--- config.mk ---
export PLATFORM = sky130hd
export DESIGN_NAME = mem_arbiter
export DESIGN_NICKNAME = d
export VERILOG_FILES = /design/src/rtl/mem_arbiter.sv
export SDC_FILE = /design/constraint.sdc
export NUM_CORES = 1
export LEC_CHECK = 0
export BUFFER_PORTS_ARGS = -buffer_cell sky130_fd_sc_hd__clkbuf_2
export CORE_ASPECT_RATIO = 0.6
export CORE_MARGIN = 1
export CORE_UTILIZATION = 25
export DETAILED_ROUTE_END_ITERATION = 7
export GPL_TIMING_DRIVEN = 0
export PLACE_DENSITY_LB_ADDON = 0.2
export SLEW_MARGIN = 10
export SYNTH_ARGS = -nofsm -noshare
export SYNTH_HDL_FRONTEND = slang
export SYNTH_SLANG_ARGS = --single-unit
--- constraint.sdc ---
create_clock -name clk -period 3.1 [get_ports clk]
set_clock_uncertainty 0.15 [all_clocks]
set_input_delay 0.155 -clock clk [delete_from_list [all_inputs] [get_ports clk]]
set_output_delay 0.155 -clock clk [all_outputs]
set_load 0.005 [all_outputs]
--- src/rtl/mem_arbiter.sv ---
// Two-requester round-robin arbiter in front of a single-port memory.
// Each transaction runs IDLE -> ISSUE -> RESP -> DONE, and every output is registered.
module mem_arbiter #(
  parameter int unsigned ADDR_W = 5,
  parameter int unsigned DATA_W = 8
) (
  input  logic              clk,
  input  logic              rst,
  input  logic              req0,
  input  logic              req1,
  input  logic              we0,
  input  logic              we1,
  input  logic [ADDR_W-1:0] addr0,
  input  logic [ADDR_W-1:0] addr1,
  input  logic [DATA_W-1:0] wdata0,
  input  logic [DATA_W-1:0] wdata1,
  output logic              gnt0,
  output logic              gnt1,
  output logic              ack0,
  output logic              ack1,
  output logic [DATA_W-1:0] rdata0,
  output logic [DATA_W-1:0] rdata1,
  output logic              mem_write,
  output logic              mem_read,
  output logic [ADDR_W-1:0] mem_addr,
  output logic [DATA_W-1:0] mem_wdata,
  input  logic [DATA_W-1:0] mem_rdata,
  output logic              busy
);

  typedef enum logic [1:0] {IDLE, ISSUE, RESP, DONE} state_t;

  state_t            state;
  logic              last_grant;
  logic              owner;
  logic              lat_we;

  logic              win_c;
  logic              win_we_c;
  logic [ADDR_W-1:0] win_addr_c;
  logic [DATA_W-1:0] win_wdata_c;

  // Winner selection: a lone requester wins, a tie goes to the one not granted last.
  always_comb begin
    win_c = 1'b0;
    if (req0 && req1) begin
      win_c = ~last_grant;
    end else if (req1) begin
      win_c = 1'b1;
    end
    win_we_c    = win_c ? we1 : we0;
    win_addr_c  = win_c ? addr1 : addr0;
    win_wdata_c = win_c ? wdata1 : wdata0;
  end

  always_ff @(posedge clk) begin
    if (rst) begin
      state      <= IDLE;
      last_grant <= 1'b1;
      owner      <= 1'b0;
      lat_we     <= 1'b0;
      gnt0       <= 1'b0;
      gnt1       <= 1'b0;
      ack0       <= 1'b0;
      ack1       <= 1'b0;
      mem_write  <= 1'b0;
      mem_read   <= 1'b0;
      busy       <= 1'b0;
      mem_addr   <= '0;
      mem_wdata  <= '0;
      rdata0     <= '0;
      rdata1     <= '0;
    end else begin
      // Pulse outputs default low; each is raised for exactly one state.
      gnt0      <= 1'b0;
      gnt1      <= 1'b0;
      ack0      <= 1'b0;
      ack1      <= 1'b0;
      mem_write <= 1'b0;
      mem_read  <= 1'b0;
      case (state)
        IDLE: begin
          if (req0 || req1) begin
            state      <= ISSUE;
            owner      <= win_c;
            last_grant <= win_c;
            lat_we     <= win_we_c;
            mem_addr   <= win_addr_c;
            mem_wdata  <= win_wdata_c;
            mem_write  <= win_we_c;
            mem_read   <= ~win_we_c;
            gnt0       <= ~win_c;
            gnt1       <= win_c;
            busy       <= 1'b1;
          end
        end
        ISSUE: begin
          state <= RESP;
        end
        RESP: begin
          // Memory data is valid this cycle for a read; only the owner's rdata moves.
          if (!lat_we) begin
            if (owner) begin
              rdata1 <= mem_rdata;
            end else begin
              rdata0 <= mem_rdata;
            end
          end
          ack0  <= ~owner;
          ack1  <= owner;
          state <= DONE;
        end
        DONE: begin
          state <= IDLE;
          busy  <= 1'b0;
        end
        default: begin
          state <= IDLE;
          busy  <= 1'b0;
        end
      endcase
    end
  end

endmodule

* Word level (Yosys, flattened, before mapping)
Cells that the tools add are included.
Storage, ports and cells: memories kept 0, latch bits 0, register bits after elaboration 41, bits in writable memories 0, logic and storage cells 46, ROM bits 0, output and inout bits 36, input bits 40
Cells by class: muxes and demuxes 9, $mul 0, $lt $le $gt $ge 0, shifts and indexed selects 0, bitwise operators 8, divide/modulo/power cells 0, reduce and logical (&&, ||, !) cells 10, equal/unequal tests 4, $add $sub $neg 0
Operators with widths (count):
- 8-bit 2-to-1 mux | 1
- 1-bit NOT | 8
- 2-bit case mux with 4 select lines | 1
- 3-bit AND reduction | 2
- 5-bit 2-to-1 mux | 1
- 2-bit == test (second input constant) | 2
- 1-bit 2-to-1 mux | 4
- 2-bit AND reduction | 2
- 3-bit OR reduction | 1
- 2-bit by 1-bit == test with 1-bit output (second input constant) | 1
- 2-bit logical NOT | 1
- 2-bit 2-to-1 mux | 1
- 2-bit != test (second input constant) | 1
- 1-bit case mux with 2 select lines | 1
- 2-bit nonzero test | 1
- 2-bit OR reduction | 1
- 1-bit logical AND | 1
- 1-bit logical OR | 1

* Logic depth before layout (Yosys ltp)
depth in word-level cells 4, mapped depth 6, gate-level depth less buffers 5

* Worst setup path after synthesis
Ideal clock, no wire load.
path type register -> register, start point register state[0], end point register state[1], slack 1.554 ns, data required time 2.822 ns, setup time 0.128 ns, period minus slack after synthesis 1.546 ns, path buffers 0, data arrival time 1.268 ns, cell stages (with the launch flop) 6, cell sequence dfxtp_1 -> inv_1 -> ha_1 -> or3b_1 -> mux2i_1 -> nor2_1
Between the ends: cells in the longest elaborated chain, start to end 2, elaborated cells on any way between the ends 6, classes of those cells 4 x eq/ne; 1 x mux; 1 x reduce/logical
Ends and longest elaborated chain:
- from (decl) | RTL line 33 | state_t state;
- from (signal assigned) | RTL line 58 | state <= IDLE;
- from (signal assigned) | RTL line 84 | state <= ISSUE;
- from (signal assigned) | RTL line 98 | state <= RESP;
- 2-bit == test (tied with other cells) | RTL line 81 | case (state)
- 2-bit case mux with 4 select lines or 2-bit != test (tied branches)
Parallel ways exist; a longest one is shown, timed or not. A chain may end at the register's enable or synchronous reset.

* Worst setup path in the final report
start point register state[0], end point register lat_we
Between the ends: cells in the longest elaborated chain, start to end 2
Ends and longest elaborated chain:
- 2-bit logical NOT | RTL line 81
- 2-bit AND reduction (no line)
- to (signal assigned) | RTL line 87 | lat_we <= win_we_c;
- to (decl) | RTL line 36 | logic lat_we;
Every way passes these cells.

==> metrics.md <==
| Metric | Value |
|---|---|
| Crit-path cells | inv_1, ha_1, o21a_2, buf_4, nor2_1, a211oi_1 |
| DRT Pass-1 Iters | 4 |
| Nets | 319 |
| Syn Inst Count | 171 |
| GP Congestion | 0.709 |
| Worst setup SP type | register |
| PortBufs | 75 |
| Synthesized area per cell | 10.0 µm² |
| Final hold vios | 0 |
| Slowest CP cell | dfxtp_1 |
| Initial DRC count | 32 |
| CTS sink cnt | 41 |
| Pins Over Slew Limit | 0 |
| Post-CTS sizing | 0 |
| Setup_tns | 0 ns |
| Largest stage delay on the critical path | 0.33 ns |
| Worst-path maximum fanout | 10 |
| Most frequent cells in the layout | 75 x clkbuf_2, 41 x dfxtp_1, 35 x nor2_1 |
| Proportion of layout cells with a drive suffix above 1 | 41.1% |
| CTS clk-pin slew, worst paths | 0.06 ns |
| Power per cell area | 808 mW/mm² |
| Yosys warns | 0 |
| Area growth, synth to finish | 51.3% |
| Max Root-Sink Buffers | 2 |
| CP Buf/Inv Count | 2 |
| Initial Utilization | 27.0% |
| Drt wl/cell | 12.6 µm |
| Num rows | 22 |
| Chip width | 109 µm |
| MaxCap Viol Count | 0 |
| Crit path capture type | register |
| Routed WL | 4.52 mm |
| Via Count | 1,539 |
| Total grt overflow | 0 |
| Final period util | 57.1% |
| DRC viols | 0 |
| Arr. time, crit path | 1.80 ns |
| VDD IR max | 0.245 mV |
| Chip Height | 66.2 µm |
| Placed cell count | 330 |
| Initial antenna violation count | 0 |
| WP data required | 3.13 ns |
| Largest net degree at the start of global routing | 14 |
| Reg area | 821 µm² |
| Area of the core | 0.00636 mm² |
| Tmin final | 1.77 ns |
| Depth of the CTS H-tree | 2 |
| HP Class | in2reg |
| RSZ-0062 raised after global routing | false |
| Vias in the first global route | 1,527 |
| Post-CTS Repair Setup Buffers | 0 |
| HPWL after detailed placement | 3.28 mm |
| Status | complete, no violations |
| Synth cell types | 27 |
| CTS Hold Bufs | 21 |
| First-pass GRT wire length | 7.41 mm |
| Cts bufs inserted | 5 |
| Max Freq | 565 MHz |
| Synthesized flop and latch total | 41 |
| Area occupied by multi-input gates | 827 µm² |
| Kind of critical path | reg2reg |
| Io pins | 76 |
| Root Buffer | clkbuf_16 |
| GR Util All Layers | 13.7% |
| Fillers | 647 |
| Setup violators final | 0 |
| Syn Nets | 216 |
| DRT antenna net count | 0 |
| Clock latency on the worst-skew pair | 0.27 ns |
| Vias per inst | 4.29 |
| CTS tree | done |
| Sequential fraction of the synthesis area | 47.8% |
| Worst-Margin Slew | 0.766 ns |
| Most common cell after layout, fill and taps aside | clkbuf_2 |
| Rel. slew slack | 48.9% |
| Filler-free cell count of the finished design | 359 |
| Cell Area, Synth | 0.00172 mm² |
| Worst path top cell family by delay | compound AO/OA/AOI/OAI gates |
| N_diodes | 0 |
| Leak | 1.23 nW |
| Die area | 0.00722 mm² |
==> per-stage QoR <==
| step | cell area [µm²] | util, % | total power [W] | hold slack [ns] | worst slack (ns) |
|---|---|---|---|---|---|
| final | 2600 | 40.9 | 0.00210 | 0.0422 | 1.33 |
| after CTS | 2600 | 40.9 | 0.00213 | 0.0342 | 1.32 |
| after detailed placement | 2200 | 34.6 | 0.00144 | 0.245 | 1.35 |
| after floorplan | 1720 | - | 0.00119 | 0.146 | 1.55 |
| after global routing | 2600 | 40.9 | 0.00225 | 0.0578 | 1.20 |
| after global placement | 2200 | 34.6 | 0.00143 | 0.244 | 1.34 |
==> sequential cells by signal (all words and copies together) (netlist names) <==
name        count
mem_wdata       8
rdata0          8
rdata1          8
mem_addr        5
state           2
ack0            1
ack1            1
busy            1
gnt0            1
gnt1            1
last_grant      1
lat_we          1
mem_read        1
mem_write       1
owner           1
==> where the power goes <==
part           switching (W)  internal (W)  leakage, nW
Clock               0.000205      0.000460       0.0938
Sequential         0.0000755      0.000654        0.336
Combinational       0.000378      0.000328        0.805
Total               0.000658       0.00144         1.23
==> worst register-to-register path, delay by kind of cell (launching register included) <==
family | cells | cell delay (ns)
DFF | 1 | 0.33
and+or+nand+nor | 1 | 0.06
AOI/OAI and AO/OA | 2 | 0.49
buffers and inverters | 2 | 0.36
adders and majority gates | 1 | 0.30
==> metal layers <==
| layer | part of all wire (%) | track usage, % | wire (µm) | up-vias |
|---|---|---|---|---|
| met5 | 0 | 0 | 0 | - |
| met4 | 0.60 | 4.05 | 27 | 0 |
| met3 | 5.5 | 4.04 | 249 | 2 |
| met2 | 42 | 19.8 | 1910 | 43 |
| met1 | 52 | 19.2 | 2330 | 699 |
| li1 | - | - | - | 795 |
==> final timing paths <==
kind                                     end  cells after the start       from  slack, ns
worst min-delay path            mem_wdata[0]                      3  wdata1[0]       0.04
worst max-delay path                  lat_we                      6   state[0]       1.33
worst min register to register     rdata0[4]                      2  rdata0[4]       0.34
worst max register to register        lat_we                      6   state[0]       1.33
==> Yosys cell counts (all sizes together) <==
cell	n	area, µm²
inv	2	7.51
nor2	35	131
dfxtp	41	821
nand2	15	56.3
ha	5	62.6
a21bo	1	10.0
o21a	1	8.76
clkbuf	3	11.3
or2	1	6.26
a211oi	16	170
and3b	1	8.76
nand3b	1	7.51
a21oi	15	105
nor3	2	10.0
a21boi	1	18.8
nor3b	3	27.5
o21ai	1	8.76
mux2i	18	180
buf	7	51.3
or3b	1	8.76
a31oi	1	6.26
==> area by class of cell <==
| class | instances | area share, % |
|---|---|---|
| plain buffers | 10 | 2.41 |
| clock buffers | 5 | 4.81 |
| clock inverters | 3 | 2.50 |
| inverters | 2 | 0.289 |
| multi-input cells | 118 | 31.8 |
| flip-flops and latches | 41 | 31.6 |
| well taps | 84 | 4.04 |
| repair buffers | 96 | 22.5 |
==> cells by family (layout without fill, tap and decap cells) <==
family,Yosys count,after routing,share of synthesized area (%)
muxes,18,18,10.5
adders and majority gates,5,5,3.64
DFF,41,41,47.8
buffers and inverters,12,116,4.08
and+or+nand+nor,59,59,14.9
AOI/OAI and AO/OA,36,36,19.1
Power figures use the tool's default switching activity.
